<file path="src/rtl/fifo_reader_pkg.sv">
// Shared definitions for the FIFO read path: word and buffer sizes used by
// both this reader and the FIFO, plus the reader FSM state encodings.
// No logic; constants and a small sizing helper only.
package fifo_reader_pkg;

    localparam int FIFO_WORD_SIZE_DEF = 10;
    localparam int SKID_DEPTH_DEF     = 2;

    // Reader FSM encodings, kept as plain constants so older blocks that
    // decode the state bits directly keep working.
    localparam int         STATE_W = 2;
    localparam logic [1:0] ST_IDLE = 2'd0;
    localparam logic [1:0] ST_RUN  = 2'd1;
    localparam logic [1:0] ST_HALT = 2'd2;

    // Pointer width for a circular buffer; a depth of 1 still needs one bit.
    function automatic int ptr_w(input int depth);
        return (depth > 1) ? $clog2(depth) : 1;
    endfunction

endpackage

</file>
<file path="src/rtl/fifo_rd_skid.sv">
// In-order output buffer between the FIFO read port and the downstream handshake.
// Latency: a pushed word is visible on data_out the cycle after the push edge.
// Backpressure: never refuses a push; the caller limits pushes with occupancy.
//
// Ports: clk, reset_L (sync, active-low), push/push_data (capture a word),
//        pop (drop the oldest word), data_out (oldest word, 0 when empty),
//        occupancy (number of stored words).
module fifo_rd_skid
    import fifo_reader_pkg::*;
#(
    parameter  int WIDTH = FIFO_WORD_SIZE_DEF,
    parameter  int DEPTH = SKID_DEPTH_DEF,
    localparam int PTR_W = ptr_w(DEPTH),
    localparam int OCC_W = $clog2(DEPTH + 1)
) (
    input  logic             clk,
    input  logic             reset_L,
    input  logic             push,
    input  logic [WIDTH-1:0] push_data,
    input  logic             pop,
    output logic [WIDTH-1:0] data_out,
    output logic [OCC_W-1:0] occupancy
);

    logic [WIDTH-1:0] mem [DEPTH];
    logic [PTR_W-1:0] rd_ptr;
    logic [PTR_W-1:0] wr_ptr;
    logic             pop_ok;

    function automatic logic [PTR_W-1:0] bump(input logic [PTR_W-1:0] p);
        return (p == PTR_W'(DEPTH - 1)) ? '0 : p + PTR_W'(1);
    endfunction

    // A pop against an empty buffer is ignored so occupancy cannot underflow.
    assign pop_ok = pop && (occupancy != '0);

    always_ff @(posedge clk) begin
        if (!reset_L) begin
            rd_ptr    <= '0;
            wr_ptr    <= '0;
            occupancy <= '0;
        end else begin
            if (push) begin
                wr_ptr <= bump(wr_ptr);
            end
            if (pop_ok) begin
                rd_ptr <= bump(rd_ptr);
            end
            case ({push, pop_ok})
                2'b10:   occupancy <= occupancy + OCC_W'(1);
                2'b01:   occupancy <= occupancy - OCC_W'(1);
                default: occupancy <= occupancy;
            endcase
        end
    end

    // Storage needs no reset: data_out is forced to 0 whenever it is empty.
    always_ff @(posedge clk) begin
        if (push) begin
            mem[wr_ptr] <= push_data;
        end
    end

    assign data_out = (occupancy != '0) ? mem[rd_ptr] : '0;

endmodule

</file>
<file path="src/rtl/fifo_reader.sv">
// Pulls words from a FIFO read port and presents them on a valid/ready stream.
// Latency: 2 cycles from a fifo_rd_en cycle to valid_out; 1 word/cycle sustained.
// Backpressure: reads stop once buffered plus in-flight words fill the buffer.
//
// Ports: clk, reset_L (sync, active-low), enable (allow new reads),
//        fifo_data_out/fifo_empty_flag/fifo_error_flag/fifo_rd_en (FIFO side),
//        data_out/valid_out/ready_in (downstream), word_count (handshakes,
//        wrapping), error_out (sticky FIFO error).
module fifo_reader
    import fifo_reader_pkg::*;
#(
    parameter int FIFO_WORD_SIZE = FIFO_WORD_SIZE_DEF,
    parameter int SKID_DEPTH     = SKID_DEPTH_DEF,
    parameter int COUNT_SIZE     = 16
) (
    input  logic                      clk,
    input  logic                      reset_L,
    input  logic                      enable,
    input  logic [FIFO_WORD_SIZE-1:0] fifo_data_out,
    input  logic                      fifo_empty_flag,
    input  logic                      fifo_error_flag,
    output logic                      fifo_rd_en,
    output logic [FIFO_WORD_SIZE-1:0] data_out,
    output logic                      valid_out,
    input  logic                      ready_in,
    output logic [COUNT_SIZE-1:0]     word_count,
    output logic                      error_out
);

    localparam int OCC_W = $clog2(SKID_DEPTH + 1);

    logic [STATE_W-1:0]        state;
    logic [STATE_W-1:0]        state_nxt;
    logic                      in_flight;
    logic [OCC_W-1:0]          occupancy;
    logic [FIFO_WORD_SIZE-1:0] skid_dat;
    logic                      pop;
    logic [OCC_W:0]            used;
    logic                      credit_ok;

    fifo_rd_skid #(
        .WIDTH (FIFO_WORD_SIZE),
        .DEPTH (SKID_DEPTH)
    ) u_skid (
        .clk       (clk),
        .reset_L   (reset_L),
        .push      (in_flight),
        .push_data (fifo_data_out),
        .pop       (pop),
        .data_out  (skid_dat),
        .occupancy (occupancy)
    );

    // Outputs are held quiet while reset_L is low so a reset that lands
    // mid-transfer never shows a stale word downstream.
    assign valid_out = reset_L && (occupancy != '0);
    assign data_out  = reset_L ? skid_dat : '0;
    assign pop       = valid_out && ready_in;

    // Slots committed for the next cycle. Counting a same-cycle pop as a
    // freed slot is what lets a two-entry buffer sustain one word per cycle
    // across the two-cycle read latency.
    assign used      = {1'b0, occupancy} + (OCC_W + 1)'(in_flight) - (OCC_W + 1)'(pop);
    assign credit_ok = used < (OCC_W + 1)'(SKID_DEPTH);

    assign fifo_rd_en = reset_L && (state == ST_RUN) && enable
                        && !fifo_empty_flag && credit_ok;

    // An error wins over every other transition, including leaving IDLE.
    always_comb begin
        state_nxt = state;
        if (fifo_error_flag) begin
            state_nxt = ST_HALT;
        end else begin
            case (state)
                ST_IDLE: if (enable)               state_nxt = ST_RUN;
                ST_RUN:  if (!enable && !in_flight) state_nxt = ST_IDLE;
                ST_HALT:                           state_nxt = ST_HALT;
                default:                           state_nxt = ST_IDLE;
            endcase
        end
    end

    always_ff @(posedge clk) begin
        if (!reset_L) begin
            state      <= ST_IDLE;
            in_flight  <= 1'b0;
            word_count <= '0;
            error_out  <= 1'b0;
        end else begin
            state     <= state_nxt;
            // The FIFO returns data the cycle after the pop; remember it so
            // that word is captured whatever state we are in by then.
            in_flight <= fifo_rd_en;
            if (pop) begin
                word_count <= word_count + COUNT_SIZE'(1);
            end
            if (fifo_error_flag) begin
                error_out <= 1'b1;
            end
        end
    end

endmodule

</file>
<file path="config.mk">
export PLATFORM = sky130hd
export DESIGN_NAME = fifo_reader
export DESIGN_NICKNAME = d
export VERILOG_FILES = /design/src/rtl/fifo_reader_pkg.sv /design/src/rtl/fifo_rd_skid.sv /design/src/rtl/fifo_reader.sv
export SDC_FILE = /design/constraint.sdc
export NUM_CORES = 1
export LEC_CHECK = 0
export BUFFER_PORTS_ARGS = -buffer_cell sky130_fd_sc_hd__buf_2
export CORE_MARGIN = 3
export CORE_UTILIZATION = 25
export CTS_BUF_LIST = sky130_fd_sc_hd__clkbuf_8
export DETAILED_ROUTE_END_ITERATION = 8
export SYNTH_ARGS = -nofsm -noshare
export SYNTH_HDL_FRONTEND = slang
export SYNTH_SLANG_ARGS = --single-unit
</file>
<file path="constraint.sdc">
create_clock -name clk -period 2.6 [get_ports clk]
set_clock_uncertainty 0.15 [all_clocks]
set_input_delay 0 -clock clk [delete_from_list [all_inputs] [get_ports clk]]
set_output_delay 0 -clock clk [all_outputs]
set_load 0.05 [all_outputs]
</file>
* After elaboration in Yosys (flattened, before gate mapping) *
Memories as Yosys holds them, arrays and structs flattened. A register that Yosys moved wholly into a read port is not among the register bits.
Index checks and enable logic that the tools add are counted.

storage, ports and cells
  logic and storage cells = 56
  memories = 1
  bits in registers = 24
  RAM bits = 20

cells by class
  add/sub/neg operators = 7
  order comparisons = 1
  equality and inequality tests = 8
  reduce and logical (&&, ||, !) cells = 17
  mux-type cells = 13
  bitwise logic cells = 1

memories
  name        words  bits a word  rd ports  clocked after memory_dff  write ports  RTL line            text
  u_skid.mem  2      10           1         1                         1            fifo_rd_skid.sv:25  logic [WIDTH-1:0] mem [DEPTH];

operator list
  kind                                                                          count
  10-bit two-way mux                                                            2
  16-bit by 1-bit adder with 16-bit output, second input constant               1
  1-bit logical AND                                                             8
  1-bit two-way mux                                                             6
  2-bit two-way mux                                                             3
  2-bit one-hot mux with 3 select lines                                         1
  2-bit by 1-bit == test with 1-bit output, second input constant               2
  2-bit == test, second input constant                                          2
  2-bit one-hot mux with 2 select lines                                         1
  2-bit AND reduction                                                           2
  2-bit nonzero test                                                            2
  2-bit by 1-bit adder with 3-bit output                                        1
  1-bit zero test                                                               3
  3-bit by 2-bit less-than comparator with 1-bit output, second input constant  1
  3-bit by 2-bit inequality test with 1-bit output, second input constant       1
  3-bit inequality test, second input constant                                  1
  3-bit by 1-bit subtractor with 3-bit output                                   1
  1-bit adder, second input constant                                            2
  2-bit by 1-bit adder with 2-bit output, second input constant                 1
  2-bit zero test                                                               1
  2-bit by 1-bit inequality test with 1-bit output, second input constant       1
  2-bit inequality test, second input constant                                  1
  2-bit OR reduction                                                            1
  2-bit by 1-bit subtractor with 2-bit output, second input constant            1
  1-bit inverter                                                                1

* Longest topological paths before layout *
Gate-level depths: netlist of the first run.

  word-level depth = 6
  depth in mapped cells = 8
  mapped depth without buffers = 7

* Modules after synthesis *
A second synthesis of the first run with hierarchy kept.

unflattened totals
  cells, all modules = 176
  area total of the unflattened synthesis = 1,996.9 µm²

by module, submodules not included
  module        instances  cells an instance  area each (µm²)  sequential area each (µm²)
  fifo_reader   1          112                1,037.2          400.4
  fifo_rd_skid  1          64                 959.7            700.7

* Worst setup path after synthesis of the first run *
Ideal clock, no wire load.

  kind = register -> output
  start point = register u_skid.occupancy[0]
  end point = output port fifo_rd_en
  path buffers = 1
  cell stages (with the launch flop) = 9
  setup slack = -433 ps
  data required time = 2,450 ps
  arrival = 2,883 ps
  cell sequence = dfxtp_1 -> buf_2 -> o211ai_4 -> inv_1 -> ha_1 -> nand2b_1 -> fa_1 -> xor2_1 -> nor3_1

between the ends
  word-level cells in the longest chain between the ends = 6
  elaborated cells between the ends (all ways) = 7

ends and longest elaborated chain
  element                                                                         RTL line            text
  from (decl)                                                                     fifo_rd_skid.sv:22  output logic [OCC_W-1:0] occupancy
  from (signal assigned)                                                          fifo_rd_skid.sv:50  2'b10: occupancy <= occupancy + OCC_W'(1);
  from (signal assigned)                                                          fifo_rd_skid.sv:51  2'b01: occupancy <= occupancy - OCC_W'(1);
  from (signal assigned)                                                          fifo_rd_skid.sv:52  default: occupancy <= occupancy;
  branches (longest 3 deep; another with 2-bit by 1-bit adder with 3-bit output)  -
  3-bit by 1-bit subtractor with 3-bit output *                                   fifo_reader.sv:63   assign used = {1'b0, occupancy} + (OCC_W + 1)'(in_flight) - (OCC_W + 1)'(pop);
  3-bit by 2-bit less-than comparator with 1-bit output *                         fifo_reader.sv:64   assign credit_ok = used < (OCC_W + 1)'(SKID_DEPTH);
  1-bit logical AND *                                                             fifo_reader.sv:67   && !fifo_empty_flag && credit_ok;
  to (decl)                                                                       fifo_reader.sv:22   output logic fifo_rd_en,

Mark *: on every way between the ends.

* Worst setup path in the final report of the first run *
Same ends and word-level chain as after synthesis.

==> results of run 1 <==
-- flip-flops by register name, indices dropped and copies added, names as in the netlist, named ones only --
| register | cells |
|---|---|
| u_skid.occupancy | 2 |
| in_flight | 1 |
| u_skid.mem | 20 |
| error_out | 1 |
| state | 2 |
| word_count | 16 |
| u_skid.wr_ptr | 1 |
| u_skid.rd_ptr | 1 |
-- stage by stage --
stage                     power (mW)  area (um2)  hold slack [ns]  utilization (%)  worst slack [ns]
after floorplan                0.782        1950          -0.0707                -             0.145
after global placement         0.802        2310           0.0396             31.1             0.374
after global routing            1.29        2550           0.0798             34.5         -0.000987
after detailed placement       0.803        2310           0.0415             31.1             0.308
final                           1.24        2550           0.0364             34.5             0.150
after CTS                       1.26        2540           0.0289             34.3            0.0143
-- cell families (layout without fill, tap and decap cells) --
| kind of cell | Yosys count | in the layout | synth area share [%] |
|---|---|---|---|
| AO/OA/AOI/OAI | 11 | 11 | 4.83 |
| multiplexers | 15 | 15 | 7.74 |
| AND/OR/NAND/NOR | 65 | 65 | 19.1 |
| flip-flops | 45 | 45 | 56.7 |
| buffers and inverters | 13 | 78 | 2.71 |
| adder cells (fa/ha/maj) | 4 | 4 | 2.97 |
| XOR/XNOR | 13 | 13 | 5.87 |
-- final cells by class --
type / instances / share of cell area (%)
clock buffers: 5 / 2.69
repair buffers: 63 / 15.8
multi-input cells: 108 / 31.5
inverters: 7 / 1.03
clock inverters: 3 / 0.833
flip-flops and latches: 45 / 43.2
well taps: 99 / 4.85
-- worst max-delay path by stage --
stage,from,to,slack (ns)
2_1_floorplan,u_skid.occupancy[0]$_SDFFE_PN0P_,fifo_rd_en,0.14
3_5_place_dp,u_skid.occupancy[0]$_SDFFE_PN0P_,fifo_rd_en,0.31
6_report,u_skid.occupancy[0]$_SDFFE_PN0P_,fifo_rd_en,0.15
3_3_place_gp,u_skid.occupancy[0]$_SDFFE_PN0P_,fifo_rd_en,0.37
4_1_cts,u_skid.occupancy[0]$_SDFFE_PN0P_,fifo_rd_en,0.01
5_1_grt,u_skid.occupancy[0]$_SDFFE_PN0P_,fifo_rd_en,-0.001
-- power by group --
group	internal (mW)	switching, mW	total, mW
clock	0.191	0.244	0.435
sequential	0.740	0.00250	0.742
combinational	0.0302	0.0288	0.0589
-- layout by cell type (no fill, tap or decap), drive strengths merged, types with 5 or more instances in the layout --
master and count:
buf 49, dfxtp 25, edfxtp 20, mux2i 15, dlygate4sd3 14, and2 13, nor2 12, nand2 11
xnor2 8, inv 8, nand3 6, nor3 6, xor2 5, clkbuf 5
-- critical path, stage by stage (launching register included) --
cell,delay (ns)
dfxtp_4,0.38
o211ai_4,0.16
inv_1,0.06
ha_1,0.27
nand2b_4,0.14
fa_1,0.47
nand4b_1,0.17
nor3_4,0.17
buf_6,0.18
-- repair_timing --
action	CTS	global route
resized for setup	1	4
hold endpoints to repair	24	0
endpoints found under the setup margin	1	1
setup buffers	0	0
hold buffers	14	0
-- metal layers --
layer  up-vias  global-route usage, %  wire length (um)
li1        703                      -                 -
met1       643                   11.9              1830
met2        38                   14.7              1800
met3         5                   2.80               240
met4         0                   2.89                35
met5         -                      0                 0
==> metrics.txt, run 1 <==
most frequent cells after synthesis dfxtp_1 (25), edfxtp_1 (20), mux2i_1 (15); GRT overflow 0; filler instances about 750; Synth Flop Type dfxtp_1; die width between 90 and 100 um; post-route non-filler standard cell count between 300 and 400; synthesis-stage register bit count 45; R2R Path End in_flight$_SDFF_PN0_; cells on worst reg2reg path 7; slew margin rel. 59.0%; Slew Limit Fails 0; Max Freq ~0.41 GHz; ys async rst share 0%; most frequent cell after synthesis dfxtp_1; minimum clock period between 2 and 2.5 ns; count of cell types in the netlist 33; Post-synth EDFFs 20; DR DRC count 0; Arrival @ worst endpoint between 2 and 2.5 ns; Multi-input gate area 806 um2; dpl cells roughly 310; later-pin clock latency in the skew report 0.30 ns; Hold WC Path Type input pin to register; worst hold path cell count 4; Num CTS Buffers 5; Max-cap violations 0; HP Start ready_in; Worst Hold End word_count[6]$_SDFFE_PN0N_; Antenna Nets Post-Route 0; Worst-Margin Slew 0.614 ns; setup tns final 0 ns; area delta synth->final 31.7%; total power divided by cell area 484 mW/mm2; vias in the first global route roughly 1400; Worst Path Max Fanout 6; CORE AREA 0.00741 mm2; Port Buffers 44; Post-Synthesis Cells about 170; Yosys top cell area share 30.9%; I/O pins 45; drt wl/cell roughly 12 um; worst r2r src u_skid.occupancy[0]$_SDFFE_PN0P_; CP Class register to primary output; clock tree from TritonCTS yes; ant diodes 0; status completed; post-synthesis instance area just under 0.002 mm2; crit share post-route between 90% and 100%; FP Rows 31; post-synthesis sequential area ratio 56.7%; Tot GR Track Use 9.19%; pin count of the biggest net entering global routing 28; CTS H-Tree Depth 2; Detail Placement HPWL approximately 2700 um; initial antenna violation count 0; die area 0.00886 mm2; Worst Setup End Kind primary output; CTS sink count 45; clk slew on worst S/H paths approximately 0.080 ns; share of cells above drive strength 1 29.4%; Routed Wire Length between 3000 and 4000 um; Initial Utilization a little over a quarter; Syn Area/Cell roughly 12 um2; Root Driver clkbuf_8; vias per cell between 4 and 5; Ys Warns 0; post-synthesis net count between 150 and 200; Iter 0 DRT Violations between 50 and 60; r2r setup slk between 0.5 and 0.6 ns; CP required approximately 2.5 ns; Clock Path Buffers 2; via count about 1400; global placer's final weighted congestion just over 0.7; Fin. Hold Viols 0; Lkg Pwr ~1.1 nW; Reg area ~0.0011 mm2; kind of start point of the critical path register; Area contributors post-synth edfxtp_1 (31%), dfxtp_1 (26%), mux2i_1 (7.7%); Final setup viols 0; first-pass GRT wire length approximately 6400 um; post-synth top area cell edfxtp_1; DRT Pass-1 Iters 4; fin nets 250; Die Y 94.1 um; VDD IR max about 0.00018 V
No activity file was read; power rests on OpenSTA's default activity.
==> run 2, diff against run 1 <==
--- a/config.mk
+++ b/config.mk
@@ -6,10 +6,12 @@
 export NUM_CORES = 1
 export LEC_CHECK = 0
 export BUFFER_PORTS_ARGS = -buffer_cell sky130_fd_sc_hd__buf_2
+export CAP_MARGIN = 20
 export CORE_MARGIN = 3
-export CORE_UTILIZATION = 25
+export CORE_UTILIZATION = 55
 export CTS_BUF_LIST = sky130_fd_sc_hd__clkbuf_8
 export DETAILED_ROUTE_END_ITERATION = 8
+export PLACE_DENSITY = 0.81
 export SYNTH_ARGS = -nofsm -noshare
 export SYNTH_HDL_FRONTEND = slang
 export SYNTH_SLANG_ARGS = --single-unit
==> run 2 against run 1 <==
Against the previous run: worst setup slack worse by 0.039 ns; sequential share of layout area grew 1.6 points; combinational power is essentially flat; sequential cell count is the same; fmax is 1.6% lower; global-route usage grew 11 points; non-clock buffer count is 1 lower; utilization rose by 42 points; critical path type unchanged; via count up 1.7%; total power shrank 1.9%; clock-buffer cell count unchanged.
==> metrics.txt, run 2 (synthesis results as in run 1) <==
global placer's final weighted congestion 0.796 (+13%); clock power share 33.8% (-1.4 points); Iter 0 DRT Violations 46 (-19%); Initial Utilization 60.6% (+34 points); Reg area 0.00110 mm2 (-0.11%); worst hold margin 0.0480 ns (+0.0116 ns); Worst Setup End Kind primary output; Int Power 0.956 mW (-0.46%); CP required 2.45 ns (about the same); GRT overflow 0 (unchanged); Clock Path Buffers 2 (unchanged); Max-cap violations 0 (unchanged); vias per cell 5.15 (+22%); clock tree from TritonCTS yes; CORE AREA 0.00320 mm2 (-57%); Worst Path Max Fanout 7 (+1); sequential share of power 61.3% (+1.3 points); P_sw 0.257 mW (-6.8%); max layer used met4; crit share post-route 95.7% (+1.5 points); DR DRC count 0 (unchanged); Antenna Nets Post-Route 0 (unchanged); commonest non-fill, non-tap cell in the layout buf_2; max reg flops 20 (unchanged); via count 1412 (+1.7%); DRT Pass-1 Iters 4 (unchanged); Hold WC Path Type input pin to register; VDD IR max 0.000443 V (+140%); fin nets 249 (-0.40%); minimum clock period 2.49 ns (+0.0390 ns); die area 0.00428 mm2 (-52%); FP Rows 20 (-35%); slew margin rel. 41.6% (-17 points); first-pass GRT wire length 6590 um (+2.6%); total power divided by cell area 492 mW/mm2 (+1.8%); Multi-input gate area 798 um2 (-0.93%); vias in the first global route 1457 (+7.0%); Comb power frac 4.9% (about the same); DR WL met2 2000 um (+12%); I/O pins 45 (unchanged); share of cells above drive strength 1 29.1% (-0.31 points); Final setup viols 0 (unchanged); later-pin clock latency in the skew report 0.30 ns (about the same); Switching Fraction 21.2% (-1.1 points); CTS sink count 45 (unchanged); setup tns final 0 ns (unchanged); routed length on met3 169 um (-30%); Num CTS Buffers 5 (unchanged); Die Y 65.4 um (-31%); Lkg Pwr 1.06 nW (-1.7%); kind of start point of the critical path register; filler instances 235 (-68%); Root Driver clkbuf_8; RSZ-0062 raised after global routing no; area delta synth->final 27.0%; largest registers u_skid.mem (20), word_count (16); Slew Limit Fails 0 (unchanged); Reg with most FFs u_skid.mem; drt wl/cell 13.7 um (+16%); Port Buffers 44 (unchanged); clk slew on worst S/H paths 0.08 ns (about the same); met1 WL 1540 um (-16%); most frequent cells in the layout buf_2 (44), dfxtp_1 (23), edfxtp_1 (20); Detail Placement HPWL 2760 um (+1.3%); status completed; die width 65.4 um (-31%); Tot GR Track Use 20.1% (+11 points); Max Freq 0.402 GHz (-1.6%); pin count of the biggest net entering global routing 27 (-3.6%); ant diodes 0 (unchanged); Worst-Margin Slew 0.873 ns (+0.259 ns); Fin. Hold Viols 0 (unchanged); initial antenna violation count 0 (unchanged); Routed Wire Length 3760 um (-3.6%); CP Class register to primary output; CTS H-Tree Depth 2 (unchanged); Arrival @ worst endpoint 2.34 ns (+0.04 ns)
[run 2: cell count changes in the layout (fill, tap and decap cells not counted), sizes merged]
cell / before / now
inv: 8 / 7
buf: 49 / 48
clkinv: 1 / 2
[run 2: metrics by stage]
step                      area (um2)  util, %  worst slack, ns  cells  power [mW]
after floorplan                 1950        -            0.145    166       0.782
after global placement          2220     69.2            0.375    250       0.799
after detailed placement        2220     69.3            0.298    251       0.802
after CTS                       2450     76.5           0.0200    273        1.22
after global routing            2460     76.9          0.00519    274        1.26
final                           2460     76.9            0.111    274        1.21
[run 2: per-layer routing]
layer	global-route usage [%]	vias to the layer above
met2	36.5	24
met1	23.4	683
met5	0	-
met4	5.44	0
li1	-	699
met3	4.79	6
[run 2: worst paths after layout]
path	slack [ns]	cells after the start	end	from
worst min register to register	0.33	1	error_out$_SDFFE_PN0P_	error_out$_SDFFE_PN0P_
worst max register to register	0.37	8	in_flight$_SDFF_PN0_	u_skid.occupancy[1]$_SDFFE_PN0P_
worst max-delay path	0.11	8	fifo_rd_en	u_skid.occupancy[1]$_SDFFE_PN0P_
worst min-delay path	0.05	4	word_count[6]$_SDFFE_PN0N_	ready_in
[run 2: area by class of cell]
cell class	instances	share of cell area, %
Clock buffer	5	2.79
Clock inverter	3	0.711
Inverter	7	1.07
Multi-Input combinational cell	108	32.4
Sequential cell	45	44.8
Tap cell	44	2.23
Timing Repair Buffer	62	16.0
[run 2: power groups by stage]
stage / Clock, mW / Sequential, mW / Combinational, mW
final: 0.410 / 0.743 / 0.0590
after global routing: 0.452 / 0.744 / 0.0646
after CTS: 0.422 / 0.744 / 0.0581
after detailed placement: 0 / 0.760 / 0.0424
after global placement: 0 / 0.759 / 0.0396
after floorplan: 0 / 0.763 / 0.0187
[run 2: critical path: stages, from the launching register on]
cell and delay (ns):
dfxtp_2 0.38, o211ai_4 0.20, inv_1 0.06, ha_1 0.26, nand2b_1 0.15, fa_1 0.49
nand4b_1 0.16, nor3_4 0.17, buf_6 0.18
[run 2: timing repair]
action / in CTS / in global routing
gates resized for setup: 1 / 3
buffers inserted: 0 / 1
endpoints found under the hold margin: 24 / 0
cloned: 0 / 0
pin swaps: 0 / 0
hold buffers: 14 / 0
endpoints found under the setup margin: 1 / 1
==> run 3, diff against run 2 <==
--- a/config.mk
+++ b/config.mk
@@ -8,10 +8,10 @@
 export BUFFER_PORTS_ARGS = -buffer_cell sky130_fd_sc_hd__buf_2
 export CAP_MARGIN = 20
 export CORE_MARGIN = 3
-export CORE_UTILIZATION = 55
-export CTS_BUF_LIST = sky130_fd_sc_hd__clkbuf_8
+export CORE_UTILIZATION = 53
+export CTS_BUF_LIST = sky130_fd_sc_hd__clkbuf_16
 export DETAILED_ROUTE_END_ITERATION = 8
-export PLACE_DENSITY = 0.81
+export PLACE_DENSITY = 0.79
 export SYNTH_ARGS = -nofsm -noshare
 export SYNTH_HDL_FRONTEND = slang
 export SYNTH_SLANG_ARGS = --single-unit
==> run 3 against run 2 <==
Against the previous run: utilization decreased by 0.98 points; routed wire length increased by 6.5%; non-clock buffer count increased by 3; combinational power increased by 2%; global-route usage decreased by 0.91 points; hold slack improved by 0.028 ns; sequential share of layout area decreased by 2.5 points; final area increased by 6.1%; first-iteration DRC count increased by 17%; total power increased by 32%; via count increased by 0.35%; clock power increased by 95%.
==> metrics.txt, run 3 (synthesis results as in run 1) <==
GRT overflow 0 (unchanged); slowest stage delay, CP 0.52 ns (+0.03 ns); Slew Limit Fails 0 (unchanged); area delta synth->final 34.7%; Hold WC Path Type input pin to register; crit path to fifo_rd_en; VDD IR max 0.000443 V (about the same); kind of start point of the critical path register; Tot GR Track Use 19.2% (-0.91 points); status completed; post-route non-filler standard cell count 279 (+1.8%); I/O pins 45 (unchanged); R2R Path End u_skid.occupancy[1]$_SDFFE_PN0P_; Critical path origin u_skid.occupancy[0]$_SDFFE_PN0P_; Detail Placement HPWL 2560 um (-7.0%); Initial Utilization 56.4% (-4.2 points); fin nets 252 (+1.2%); Max Freq 0.394 GHz (-2.0%); Root Driver clkbuf_16; CTS H-Tree Depth 2 (unchanged); Lkg Pwr 1.13 nW (+7.0%); first-pass GRT wire length 6110 um (-7.2%); minimum clock period 2.54 ns (+0.0507 ns); Fin. Hold Viols 0 (unchanged); Worst Setup End Kind primary output; cells on worst reg2reg path 7 (-1); Final setup viols 0 (unchanged); Iter 0 DRT Violations 54 (+17%); CP required 2.45 ns (about the same); dpl cells 253 (+0.80%); crit-path cells o211ai_4 -> inv_2 -> ha_4 -> nand2b_4 -> fa_1 -> nand4b_1 -> nor3_4 -> buf_6; DR DRC count 0 (unchanged); Arrival @ worst endpoint 2.39 ns (+0.05 ns); clock tree from TritonCTS yes; share of cells above drive strength 1 30.9% (+1.8 points); buffer and inverter count on the worst path 2 (unchanged); global placer's final weighted congestion 0.741 (-6.9%); commonest non-fill, non-tap cell in the layout buf_2; largest registers u_skid.mem (20), word_count (16); later-pin clock latency in the skew report 0.28 ns (-0.02 ns); crit share post-route 97.7% (+1.9 points); vias per cell 5.08 (-1.4%); clk slew on worst S/H paths 0.06 ns (-0.02 ns); worst r2r src u_skid.occupancy[0]$_SDFFE_PN0P_; FP Rows 21 (+5.0%); ant diodes 0 (unchanged); Worst Path Max Fanout 3 (-4); Port Buffers 44 (unchanged); CP delay by family, top adder cells; total power divided by cell area 614 mW/mm2 (+25%); Antenna Nets Post-Route 0 (unchanged); CTS sink count 45 (unchanged); pin count of the biggest net entering global routing 28 (+3.7%); slew margin rel. 44.0% (+2.4 points); drt wl/cell 14.4 um (+4.6%); Clock Path Buffers 2 (unchanged); Crit. path cell count 8 (unchanged); slowest CP cell fa_1; vias in the first global route 1322 (-9.3%); CP Class register to primary output; RSZ-0062 raised after global routing yes; Max-cap violations 0 (unchanged); CORE AREA 0.00344 mm2 (+7.5%); r2r setup slk 0.45 ns (+0.08 ns); most frequent cells in the layout buf_2 (44), dfxtp_1 (24), edfxtp_1 (20); die area 0.00442 mm2 (+3.4%); Num CTS Buffers 5 (unchanged); filler instances 229 (-2.6%); DRT Pass-1 Iters 4 (unchanged); initial antenna violation count 0 (unchanged); via count 1417 (+0.35%); die width 66.5 um (+1.7%); utilization after layout 75.9% (-0.98 points); Reg with most FFs u_skid.mem; Worst-Margin Slew 0.837 ns (-0.0358 ns); max reg flops 20 (unchanged); Die Y 66.5 um (+1.7%); Routed Wire Length 4000 um (+6.5%)
run 3: cell count changes in the layout (fill, tap and decap cells not counted), moves of 2 or more:
cell       delta
buf_4         +3
clkbuf_16     +5
bufinv_16     +2
clkbuf_8      -5
dfxtp_2       -2
run 3: cell type report:
cell class | count | area (um2) | share of cell area, %
Clock buffer | 5 | 125 | 4.79
Clock inverter | 3 | 65.1 | 2.49
Inverter | 7 | 26.3 | 1.01
Multi-Input combinational cell | 108 | 818 | 31.3
Sequential cell | 45 | 1100 | 42.3
Tap cell | 46 | 57.6 | 2.20
Timing Repair Buffer | 65 | 417 | 15.9
run 3: worst min path at each step:
stage,start,to,slack (ns),cells past startpoint
finish,reset_L,u_skid.wr_ptr$_SDFFE_PN0P_,0.08,3
global route,reset_L,u_skid.wr_ptr$_SDFFE_PN0P_,0.10,3
CTS,reset_L,u_skid.wr_ptr$_SDFFE_PN0P_,0.07,3
detailed placement,fifo_data_out[8],u_skid.mem[1][8]$_DFFE_PP_,0.04,1
global placement,fifo_data_out[6],u_skid.mem[0][6]$_DFFE_PP_,0.04,1
floorplan,fifo_error_flag,state[0]$_SDFFE_PP0P_,-0.07,1
run 3: repair_timing:
item                                    4_1_cts  5_1_grt
hold buffers                                 14        0
endpoints found under the setup margin        1        1
pin swaps                                     0        3
resized for setup                             1        6
buffers inserted                              0        3
hold endpoints to repair                     24        0
run 3: power by group:
group,leakage (nW),switching (mW),internal [mW]
clock,0.0938,0.252,0.548
combinational,0.657,0.0297,0.0307
sequential,0.383,0.00281,0.741
run 3: metrics by stage:
stage / setup TNS [ns] / area, um2 / power (mW) / hold slack [ns] / worst slack [ns]
after floorplan: 0 / 1950 / 0.782 / -0.0707 / 0.145
after global placement: 0 / 2230 / 0.799 / 0.0386 / 0.405
after detailed placement: 0 / 2230 / 0.802 / 0.0440 / 0.308
after CTS: 0 / 2560 / 1.61 / 0.0744 / 0.0424
after global routing: -0.0205 / 2610 / 1.65 / 0.103 / -0.0205
final: 0 / 2610 / 1.60 / 0.0762 / 0.0606
run 3: worst min-delay path, stage by stage:
cell	delay, ns
buf_2	0.13
buf_4	0.21
o21a_1	0.12
run 3: metal layers:
metal | GRT usage (%) | routed length [um] | vias to the layer above | part of all wire [%]
li1 | - | - | 706 | -
met1 | 21.4 | 1580 | 662 | 40
met2 | 31.7 | 2110 | 39 | 53
met3 | 5.40 | 179 | 10 | 4.5
met4 | 12.4 | 132 | 0 | 3.3
met5 | 0 | 0 | - | 0
